===== src/rtl/mc_pkg.sv =====
// Shared types and encodings for the multi-cycle MIPS main control FSM.
// Includes the state enum, opcode constants, control-word struct and the opcode-to-path decode.
package mc_pkg;

  typedef enum logic [3:0] {
    ST_IDLE,
    ST_FETCH,
    ST_DECODE,
    ST_MEM_ADDR,
    ST_MEM_RD,
    ST_MEM_WB,
    ST_MEM_WR,
    ST_R_EXEC,
    ST_R_WB,
    ST_I_EXEC,
    ST_I_WB,
    ST_BRANCH,
    ST_JUMP,
    ST_TRAP
  } state_e;

  localparam logic [5:0] OP_RTYPE = 6'b000000;
  localparam logic [5:0] OP_LW    = 6'b100011;
  localparam logic [5:0] OP_SW    = 6'b101011;
  localparam logic [5:0] OP_BEQ   = 6'b000100;
  localparam logic [5:0] OP_J     = 6'b000010;
  localparam logic [5:0] OP_ADDI  = 6'b001000;
  localparam logic [5:0] OP_ORI   = 6'b001101;

  localparam logic [1:0] ALU_ADD   = 2'b00;
  localparam logic [1:0] ALU_SUB   = 2'b01;
  localparam logic [1:0] ALU_FUNCT = 2'b10;
  localparam logic [1:0] ALU_OR    = 2'b11;

  localparam logic [1:0] SRCB_B      = 2'b00;
  localparam logic [1:0] SRCB_FOUR   = 2'b01;
  localparam logic [1:0] SRCB_IMM    = 2'b10;
  localparam logic [1:0] SRCB_IMM_SH = 2'b11;

  localparam logic [1:0] PCSRC_ALU    = 2'b00;
  localparam logic [1:0] PCSRC_ALUOUT = 2'b01;
  localparam logic [1:0] PCSRC_JUMP   = 2'b10;

  typedef struct packed {
    logic       pc_write;
    logic       pc_write_cond;
    logic       iord;
    logic       mem_read;
    logic       mem_write;
    logic       ir_write;
    logic       mem_to_reg;
    logic       reg_dst;
    logic       reg_write;
    logic       alu_src_a;
    logic [1:0] alu_src_b;
    logic [1:0] alu_op;
    logic [1:0] pc_source;
    logic       instr_done;
  } ctrl_t;

  // First execution-path state for an opcode seen in DECODE; unknown opcodes trap.
  function automatic state_e op_to_state(input logic [5:0] op);
    case (op)
      OP_RTYPE:      return ST_R_EXEC;
      OP_LW, OP_SW:  return ST_MEM_ADDR;
      OP_ADDI,
      OP_ORI:        return ST_I_EXEC;
      OP_BEQ:        return ST_BRANCH;
      OP_J:          return ST_JUMP;
      default:       return ST_TRAP;
    endcase
  endfunction

endpackage


===== src/rtl/mc_ctrl_fsm_if.sv =====
// Bus between the instruction register / memory / datapath and the main control FSM.
// mem_read/mem_write are requests held constant until mem_ready is seen high on a rising edge; mem_ready outside a memory phase is ignored.
interface mc_ctrl_fsm_if #(parameter int OP_W = 6);
  logic [OP_W-1:0]  opcode;
  logic             zero;
  logic             mem_ready;
  logic             pc_write;
  logic             pc_write_cond;
  logic             iord;
  logic             mem_read;
  logic             mem_write;
  logic             ir_write;
  logic             mem_to_reg;
  logic             reg_dst;
  logic             reg_write;
  logic             alu_src_a;
  logic [1:0]       alu_src_b;
  logic [1:0]       alu_op;
  logic [1:0]       pc_source;
  logic             instr_done;
  logic             illegal;
  mc_pkg::state_e   state;

  modport master (
    output opcode, zero, mem_ready,
    input  pc_write, pc_write_cond, iord, mem_read, mem_write, ir_write,
           mem_to_reg, reg_dst, reg_write, alu_src_a, alu_src_b, alu_op,
           pc_source, instr_done, illegal, state
  );

  modport slave (
    input  opcode, zero, mem_ready,
    output pc_write, pc_write_cond, iord, mem_read, mem_write, ir_write,
           mem_to_reg, reg_dst, reg_write, alu_src_a, alu_src_b, alu_op,
           pc_source, instr_done, illegal, state
  );
endinterface


===== src/rtl/mc_ctrl_decode.sv =====
// Control-word decode: maps the current state, the latched opcode and mem_ready to datapath controls.
module mc_ctrl_decode
  import mc_pkg::*;
#(
  parameter int OP_W = 6
) (
  input  state_e          state_i,
  input  logic [OP_W-1:0] op_i,
  input  logic            mem_ready_i,
  output ctrl_t           ctrl_o
);

  always_comb begin
    ctrl_o = '0;
    case (state_i)
      ST_FETCH: begin
        ctrl_o.mem_read  = 1'b1;
        ctrl_o.alu_src_b = SRCB_FOUR;
        ctrl_o.ir_write  = mem_ready_i;
        ctrl_o.pc_write  = mem_ready_i;
      end
      ST_DECODE: ctrl_o.alu_src_b = SRCB_IMM_SH;
      ST_MEM_ADDR: begin
        ctrl_o.alu_src_a = 1'b1;
        ctrl_o.alu_src_b = SRCB_IMM;
      end
      ST_MEM_RD: begin
        ctrl_o.mem_read = 1'b1;
        ctrl_o.iord     = 1'b1;
      end
      ST_MEM_WR: begin
        ctrl_o.mem_write  = 1'b1;
        ctrl_o.iord       = 1'b1;
        ctrl_o.instr_done = mem_ready_i;
      end
      ST_MEM_WB: begin
        ctrl_o.reg_write  = 1'b1;
        ctrl_o.mem_to_reg = 1'b1;
        ctrl_o.instr_done = 1'b1;
      end
      ST_R_EXEC: begin
        ctrl_o.alu_src_a = 1'b1;
        ctrl_o.alu_op    = ALU_FUNCT;
      end
      ST_R_WB: begin
        ctrl_o.reg_write  = 1'b1;
        ctrl_o.reg_dst    = 1'b1;
        ctrl_o.instr_done = 1'b1;
      end
      ST_I_EXEC: begin
        ctrl_o.alu_src_a = 1'b1;
        ctrl_o.alu_src_b = SRCB_IMM;
        ctrl_o.alu_op    = (op_i == OP_ORI) ? ALU_OR : ALU_ADD;
      end
      ST_I_WB: begin
        ctrl_o.reg_write  = 1'b1;
        ctrl_o.instr_done = 1'b1;
      end
      ST_BRANCH: begin
        ctrl_o.alu_src_a     = 1'b1;
        ctrl_o.alu_op        = ALU_SUB;
        ctrl_o.pc_write_cond = 1'b1;
        ctrl_o.pc_source     = PCSRC_ALUOUT;
        ctrl_o.instr_done    = 1'b1;
      end
      ST_JUMP: begin
        ctrl_o.pc_write   = 1'b1;
        ctrl_o.pc_source  = PCSRC_JUMP;
        ctrl_o.instr_done = 1'b1;
      end
      default: ;
    endcase
  end

endmodule


===== src/rtl/mc_ctrl_fsm.sv =====
// Main control FSM of the multi-cycle MIPS datapath: state register, opcode latch,
// sticky illegal flag and next-state logic; the control word comes from mc_ctrl_decode.
module mc_ctrl_fsm
  import mc_pkg::*;
#(
  parameter int OP_W = 6
) (
  input logic          clk,
  input logic          rst_n,
  mc_ctrl_fsm_if.slave bus
);

  state_e          state_q, state_d;
  logic [OP_W-1:0] op_q, op_d;
  logic            illegal_q, illegal_d;
  ctrl_t           ctrl;

  always_ff @(posedge clk or negedge rst_n) begin
    if (!rst_n) begin
      state_q   <= ST_IDLE;
      op_q      <= '0;
      illegal_q <= 1'b0;
    end else begin
      state_q   <= state_d;
      op_q      <= op_d;
      illegal_q <= illegal_d;
    end
  end

  always_comb begin
    state_d   = state_q;
    op_d      = op_q;
    illegal_d = illegal_q;
    case (state_q)
      ST_IDLE:     state_d = ST_FETCH;
      ST_FETCH:    if (bus.mem_ready) state_d = ST_DECODE;
      ST_DECODE: begin
        op_d    = bus.opcode;
        state_d = op_to_state(bus.opcode);
      end
      // Later phases look only at the copy taken in DECODE.
      ST_MEM_ADDR: state_d = (op_q == OP_LW) ? ST_MEM_RD : ST_MEM_WR;
      ST_MEM_RD:   if (bus.mem_ready) state_d = ST_MEM_WB;
      ST_MEM_WR:   if (bus.mem_ready) state_d = ST_FETCH;
      ST_R_EXEC:   state_d = ST_R_WB;
      ST_I_EXEC:   state_d = ST_I_WB;
      ST_R_WB, ST_I_WB, ST_MEM_WB,
      ST_BRANCH, ST_JUMP: state_d = ST_FETCH;
      ST_TRAP:     state_d = ST_TRAP;
      default:     state_d = ST_IDLE;
    endcase
    if (state_d == ST_TRAP) illegal_d = 1'b1;
  end

  mc_ctrl_decode #(.OP_W(OP_W)) u_decode (
    .state_i     (state_q),
    .op_i        (op_q),
    .mem_ready_i (bus.mem_ready),
    .ctrl_o      (ctrl)
  );

  assign bus.pc_write      = ctrl.pc_write;
  assign bus.pc_write_cond = ctrl.pc_write_cond;
  assign bus.iord          = ctrl.iord;
  assign bus.mem_read      = ctrl.mem_read;
  assign bus.mem_write     = ctrl.mem_write;
  assign bus.ir_write      = ctrl.ir_write;
  assign bus.mem_to_reg    = ctrl.mem_to_reg;
  assign bus.reg_dst       = ctrl.reg_dst;
  assign bus.reg_write     = ctrl.reg_write;
  assign bus.alu_src_a     = ctrl.alu_src_a;
  assign bus.alu_src_b     = ctrl.alu_src_b;
  assign bus.alu_op        = ctrl.alu_op;
  assign bus.pc_source     = ctrl.pc_source;
  assign bus.instr_done    = ctrl.instr_done;
  assign bus.illegal       = illegal_q;
  assign bus.state         = state_q;

endmodule

===== src/flat_wrapper.sv =====
// flat-port wrapper written by rule: the top's interface ports become plain ports
module mc_ctrl_fsm_flat import mc_pkg::*;
#(
  parameter int OP_W = 6
)
  (clk, rst_n, bus_opcode, bus_zero, bus_mem_ready, bus_pc_write, bus_pc_write_cond, bus_iord, bus_mem_read, bus_mem_write, bus_ir_write, bus_mem_to_reg, bus_reg_dst, bus_reg_write, bus_alu_src_a, bus_alu_src_b, bus_alu_op, bus_pc_source, bus_instr_done, bus_illegal, bus_state);
  mc_ctrl_fsm_if #(.OP_W(OP_W)) bus_i ();
  input logic clk;
  input logic rst_n;
  input wire logic [$bits(bus_i.opcode)-1:0] bus_opcode;
  input wire logic [$bits(bus_i.zero)-1:0] bus_zero;
  input wire logic [$bits(bus_i.mem_ready)-1:0] bus_mem_ready;
  output wire logic [$bits(bus_i.pc_write)-1:0] bus_pc_write;
  output wire logic [$bits(bus_i.pc_write_cond)-1:0] bus_pc_write_cond;
  output wire logic [$bits(bus_i.iord)-1:0] bus_iord;
  output wire logic [$bits(bus_i.mem_read)-1:0] bus_mem_read;
  output wire logic [$bits(bus_i.mem_write)-1:0] bus_mem_write;
  output wire logic [$bits(bus_i.ir_write)-1:0] bus_ir_write;
  output wire logic [$bits(bus_i.mem_to_reg)-1:0] bus_mem_to_reg;
  output wire logic [$bits(bus_i.reg_dst)-1:0] bus_reg_dst;
  output wire logic [$bits(bus_i.reg_write)-1:0] bus_reg_write;
  output wire logic [$bits(bus_i.alu_src_a)-1:0] bus_alu_src_a;
  output wire logic [$bits(bus_i.alu_src_b)-1:0] bus_alu_src_b;
  output wire logic [$bits(bus_i.alu_op)-1:0] bus_alu_op;
  output wire logic [$bits(bus_i.pc_source)-1:0] bus_pc_source;
  output wire logic [$bits(bus_i.instr_done)-1:0] bus_instr_done;
  output wire logic [$bits(bus_i.illegal)-1:0] bus_illegal;
  output wire logic [$bits(bus_i.state)-1:0] bus_state;
  assign bus_i.opcode = bus_opcode;
  assign bus_i.zero = bus_zero;
  assign bus_i.mem_ready = bus_mem_ready;
  assign bus_pc_write = bus_i.pc_write;
  assign bus_pc_write_cond = bus_i.pc_write_cond;
  assign bus_iord = bus_i.iord;
  assign bus_mem_read = bus_i.mem_read;
  assign bus_mem_write = bus_i.mem_write;
  assign bus_ir_write = bus_i.ir_write;
  assign bus_mem_to_reg = bus_i.mem_to_reg;
  assign bus_reg_dst = bus_i.reg_dst;
  assign bus_reg_write = bus_i.reg_write;
  assign bus_alu_src_a = bus_i.alu_src_a;
  assign bus_alu_src_b = bus_i.alu_src_b;
  assign bus_alu_op = bus_i.alu_op;
  assign bus_pc_source = bus_i.pc_source;
  assign bus_instr_done = bus_i.instr_done;
  assign bus_illegal = bus_i.illegal;
  assign bus_state = bus_i.state;
  mc_ctrl_fsm #(.OP_W(OP_W)) u_core (.clk(clk), .rst_n(rst_n), .bus(bus_i));
endmodule

===== config.mk =====
export PLATFORM = sky130hd
export DESIGN_NAME = mc_ctrl_fsm_flat
export DESIGN_NICKNAME = d
export VERILOG_FILES = /design/src/rtl/mc_pkg.sv /design/src/rtl/mc_ctrl_fsm_if.sv /design/src/rtl/mc_ctrl_decode.sv /design/src/rtl/mc_ctrl_fsm.sv /design/src/flat_wrapper.sv
export SDC_FILE = /design/constraint.sdc
export NUM_CORES = 1
export LEC_CHECK = 0
export CAP_MARGIN = 5
export CORE_ASPECT_RATIO = 1.1
export CORE_UTILIZATION = 40
export CTS_CLUSTER_SIZE = 40
export DETAILED_ROUTE_END_ITERATION = 7
export GPL_ROUTABILITY_DRIVEN = 0
export GPL_TIMING_DRIVEN = 0
export PLACE_DENSITY = 0.81
export SETUP_SLACK_MARGIN = 0.3
export SLEW_MARGIN = 15
export SYNTH_ARGS = -nofsm -noshare
export SYNTH_HDL_FRONTEND = slang
export SYNTH_HIERARCHICAL = 1
export SYNTH_SLANG_ARGS = --single-unit
export TNS_END_PERCENT = 20

===== constraint.sdc =====
create_clock -name clk -period 2 [get_ports clk]
set_clock_uncertainty 0.2 [all_clocks]
set_input_delay 0.3 -clock clk [delete_from_list [all_inputs] [get_ports clk]]
set_output_delay 0.3 -clock clk [all_outputs]
set_load 0.01 [all_outputs]

# Yosys cells after proc, flatten, opt, wreduce, memory -nomap -nowiden
# Index checks and enable logic that the tools add are counted.
# totals
register_bits	11
output_inout_bits	22
elab_cells	57
# op_classes
eq_ne	22
mux	21
n_reduce_logical	11
# ops
operator	count
$pmux W4 S9	1
$eq A4 B4 Y1 const B	7
$pmux W4 S5	1
$eq A6 B4 Y1 const B	3
$eq A6 B6 Y1 const B	3
$eq A4 B3 Y1 const B	4
$mux W4	3
$pmux W2 S3	2
$reduce_or A2 Y1	5
$mux W1	9
$eq A4 B2 Y1 const B	2
$eq A6 B2 Y1 const B	1
$eq A6 B3 Y1 const B	1
$logic_not A6 Y1	1
$reduce_or A6 Y1	1
$reduce_or A5 Y1	1
$eq A4 B1 Y1 const B	1
$logic_not A4 Y1	1
$mux W2	2
$pmux W1 S2	2
$pmux W2 S2	1
$reduce_or A4 Y1	1
$reduce_or A3 Y1	1

# Depth between registers and ports, before layout
# depth
ltp_word	5
depth_mapped	5
mapped_depth_nobuf	4

# Hierarchy
# The synthesis kept the hierarchy.
# modules_own_cells
mod	instances	cells_each	area_per_inst_um2	seq_area_each_um2
mc_ctrl_fsm	1	58	660.6	275.3
mc_ctrl_decode	1	39	275.3	0.0

# Worst setup path before layout
# Ideal clock, no wire load.
# synth_timing
path_type	register to register
from	reg u_core.state_q[2] (netlist: u_core/bus.state[2])
to	reg u_core.illegal_q (netlist: u_core/bus.illegal)
setup_ns	0.120
t_arrival_ns	1.615
slack_ns	0.065
path_stages_with_launch	6
n_path_buf	1
path_cell_list	dfrtp_1 buf_6 or4b_4 o41ai_2 a221oi_1 a31o_1
# synth_via
elab_chain_len	4
word_cells_on_any_way	20
# synth_rtl
item	line	rtl
start, declared	mc_ctrl_fsm.sv:13	state_e state_q, state_d;
start signal, assigned	mc_ctrl_fsm.sv:24	state_q <= state_d;
$eq A4 B4 Y1 (tied with other cells)	mc_ctrl_fsm.sv:34	case (state_q)
$reduce_or A6 Y1 (no line)	--	
$pmux W4 S9 (*)	mc_ctrl_fsm.sv:34	
net u_core.state_d[0]	mc_ctrl_fsm.sv:13	
$eq A4 B4 Y1 (*)	mc_ctrl_fsm.sv:52	if (state_d == ST_TRAP) illegal_d = 1'b1;
end signal, assigned	mc_ctrl_fsm.sv:26	illegal_q <= illegal_d;
end, declared	mc_ctrl_fsm.sv:15	logic illegal_q, illegal_d;
# The timed path passes the listed nets; every way through them passes the cells marked *.
# A chain may end at the register's enable or synchronous reset.

# Worst setup path in the final report
# Ends and elaborated chain as after synthesis.

==> results.json <==
{
  "cp_cell_sequence": "buf_4 > buf_6 > or4b_4 > o41ai_4 > a221oi_2 > a31o_1",
  "arrival_ns": 1.97,
  "reg2reg_depth": 6,
  "final_nets": 152,
  "synth_fp_nets": 107,
  "hold_path_class": "input port to asynchronous set/reset pin",
  "grt_max_degree": 12,
  "grt_usage_pct": 21.0,
  "p_leak_nw": 0.701,
  "area_growth_syn_to_layout_pct": 59.9,
  "synth_ff_type": "dfrtp_1",
  "slew_viol_final": 0,
  "die_y_um": 52.7,
  "p_total_mw": 2.20,
  "relSlewSlack_pct": 67.0,
  "drive_above_1_share_pct": 51.1,
  "wl_um": 2510,
  "vias_per_cell": 5.61,
  "cts.htree.levels": 1,
  "violations": "setup timing",
  "maxCapViolCount": 0,
  "yosys_warnings": 6,
  "ios": 32,
  "path_class": "register to register",
  "slowest_delay_ns": 0.49,
  "fin_util_pct": 67.1,
  "period_needed_ns": 2.03,
  "crit_slowest_cell": "or4b_4",
  "die-width_um": 48.1,
  "fin_ws_ns": -0.0271,
  "clk_latency_ns": 0.25,
  "crit_fanout": 10,
  "final_cell_area_um2": 1500,
  "crit_path_start_kind": "register",
  "grt_antenna_before_repair": 0,
  "synth-async-reset-ratio_pct": 100,
  "syn_inst": 97,
  "fmax_mhz": 493,
  "drtIter0Drc": 15,
  "cp-end-kind": "register",
  "rows": 18,
  "yosysSeqAreaShare_pct": 29.4,
  "fin_setup_tns_ns": -0.0271,
  "fin_crit_sh_pct": 101,
  "numCtsBuffers": 3,
  "first_pass_iters": 4,
  "coreArea_um2": 2230,
  "first_global_vias": 881,
  "vias": 960,
  "hpwl_um": 1600,
  "cts-root-buf": "clkbuf_4",
  "syn-cell-area_um2": 936,
  "diodes": 0,
  "synth_area_per_cell_um2": 9.65,
  "portBuffers": 30,
  "numClockSinks": 11,
  "status": "finished, violations left",
  "powerDensity_nw_per_um2": 1470,
  "setup_viol": 1,
  "synth-edff-count": 0,
  "rsz0062_at_grt": "true",
  "grt_first_pass_wirelength_um": 3800,
  "post_drt_wl_per_cell_um": 14.7,
  "grt-ovfl-total": 0,
  "remaining_drc_errors": 0,
  "ys_ff_latch": 11,
  "hold_viol": 0,
  "synth_cell_types": 45,
  "clk_pin_slew_ns": 0.06,
  "die-area_um2": 2540,
  "crit_required_ns": 1.94,
  "clock_tree.buffer_depth": 2,
  "tightest_slew_ns": 0.490,
  "ant_nets": 0,
  "peakVddDrop_uv": 901,
  "cts_tree": "built",
  "postPlaceCellArea_um2": 1270,
  "start_util_pct": 42.0,
  "hold_buffers": 0
}
## synth_stat cells (all sizes together) (3+ instances only)
| cell | number | area [µm²] |
|---|---|---|
| nand2 | 4 | 15.0 |
| nor2b | 4 | 25.0 |
| nand2b | 6 | 45.0 |
| nor3 | 4 | 20.0 |
| o21ai | 4 | 20.0 |
| a21oi | 3 | 18.8 |
| buf | 8 | 57.6 |
| nor4b | 3 | 56.3 |
| mux2 | 7 | 78.8 |
| dfrtp | 11 | 275 |
| nor2 | 7 | 26.3 |
| or4b | 3 | 33.8 |
## final timing paths
path | start | end | slack [ns]
max | u_core/bus.state[2]$_DFF_PN0_ | u_core/bus.illegal$_DFFE_PN0N_ | -0.03
max in group asynchronous | rst_n | u_core/bus.state[1]$_DFF_PN0_ | 1.09
min in group clk | bus_opcode[1] | u_core/op_q[1]$_DFFE_PN0P_ | 0.24
max reg2reg | u_core/bus.state[2]$_DFF_PN0_ | u_core/bus.illegal$_DFFE_PN0N_ | -0.03
min | rst_n | u_core/op_q[0]$_DFFE_PN0P_ | 0.17
min reg2reg | u_core/bus.illegal$_DFFE_PN0N_ | u_core/bus.illegal$_DFFE_PN0N_ | 0.26
## critical path, delay by kind of cell (launching register included)
family          cells  cell delay, ns
buf+inv             2            0.27
compound gates      3            0.57
simple gates        1            0.49
flops               1            0.38
## flip-flops by register name, indices dropped and copies added (netlist names)
name / cells
u_core/bus.state: 4
u_core/bus.illegal: 1
u_core/op_q: 6
## routing by layer
metal	global-route usage, %	share of wire (%)	vias to the layer above
met5	0	0	-
met4	8.33	3.7	0
met3	2.41	5.0	8
met2	38.5	54	45
met1	23.2	38	449
li1	-	-	458
## cell families (layout without fill, tap and decap cells)
logic type / Yosys count / in the layout / synth area share [%]
simple gates: 43 / 43 / 33.3
compound gates: 23 / 23 / 19.1
flops: 11 / 11 / 29.4
buf+inv: 10 / 54 / 6.95
mux: 7 / 7 / 8.42
xor+xnor: 3 / 3 / 2.81
## area by class of cell
class | instances | area (µm²)
buffer | 8 | 82.6
tap | 30 | 37.5
sequential | 11 | 278
multi-input combinational | 76 | 719
inverter | 2 | 7.51
fill | 164 | 733
timing repair buffer | 40 | 345
clock buffer | 4 | 26.3
## report_power, final
group	internal, mW	switching, mW
combinational	0.858	0.758
clock	0.0767	0.0610
sequential	0.334	0.108
## repair_timing
action,4_1_cts,5_1_grt
gates cloned,1,0
setup buffers,8,1
setup endpoints to repair,30,31
pin swaps,15,9
resized for setup,94,22
## through the flow
stage	cells	setup slack, ns	hold slack (ns)
floorplan	97	0.0841	-0.196
global placement	157	-0.333	0.251
detailed placement	157	-0.366	0.253
CTS	170	-0.0155	0.168
global route	171	-0.0843	0.190
finish	171	-0.0271	0.165
## cell usage in the layout (no fill, tap or decap), types with 2 or more instances in the layout
cell type,Yosys,routed
buf_2,4,11
buf_6,2,11
dfrtp_1,11,9
buf_4,2,8
mux2_4,0,6
dlygate4sd2_1,0,5
dlymetal6s2s_1,0,4
clkdlybuf4s15_2,0,4
nor2_1,7,4
clkbuf_4,0,3
clkdlybuf4s50_1,0,3
nor2b_1,4,3
o21ai_1,3,3
nand2_1,4,3
nand2b_1,5,3
nand2b_4,1,3
clkdlybuf4s15_1,0,2
nor4b_4,2,2
nand4b_1,2,2
o22ai_1,2,2
nor3_1,4,2
inv_1,2,2
a31o_1,2,2
dfrtp_2,0,2
a21oi_2,1,2
nor3_2,0,2
nor2_4,0,2
(Power assumes the default switching activity.)
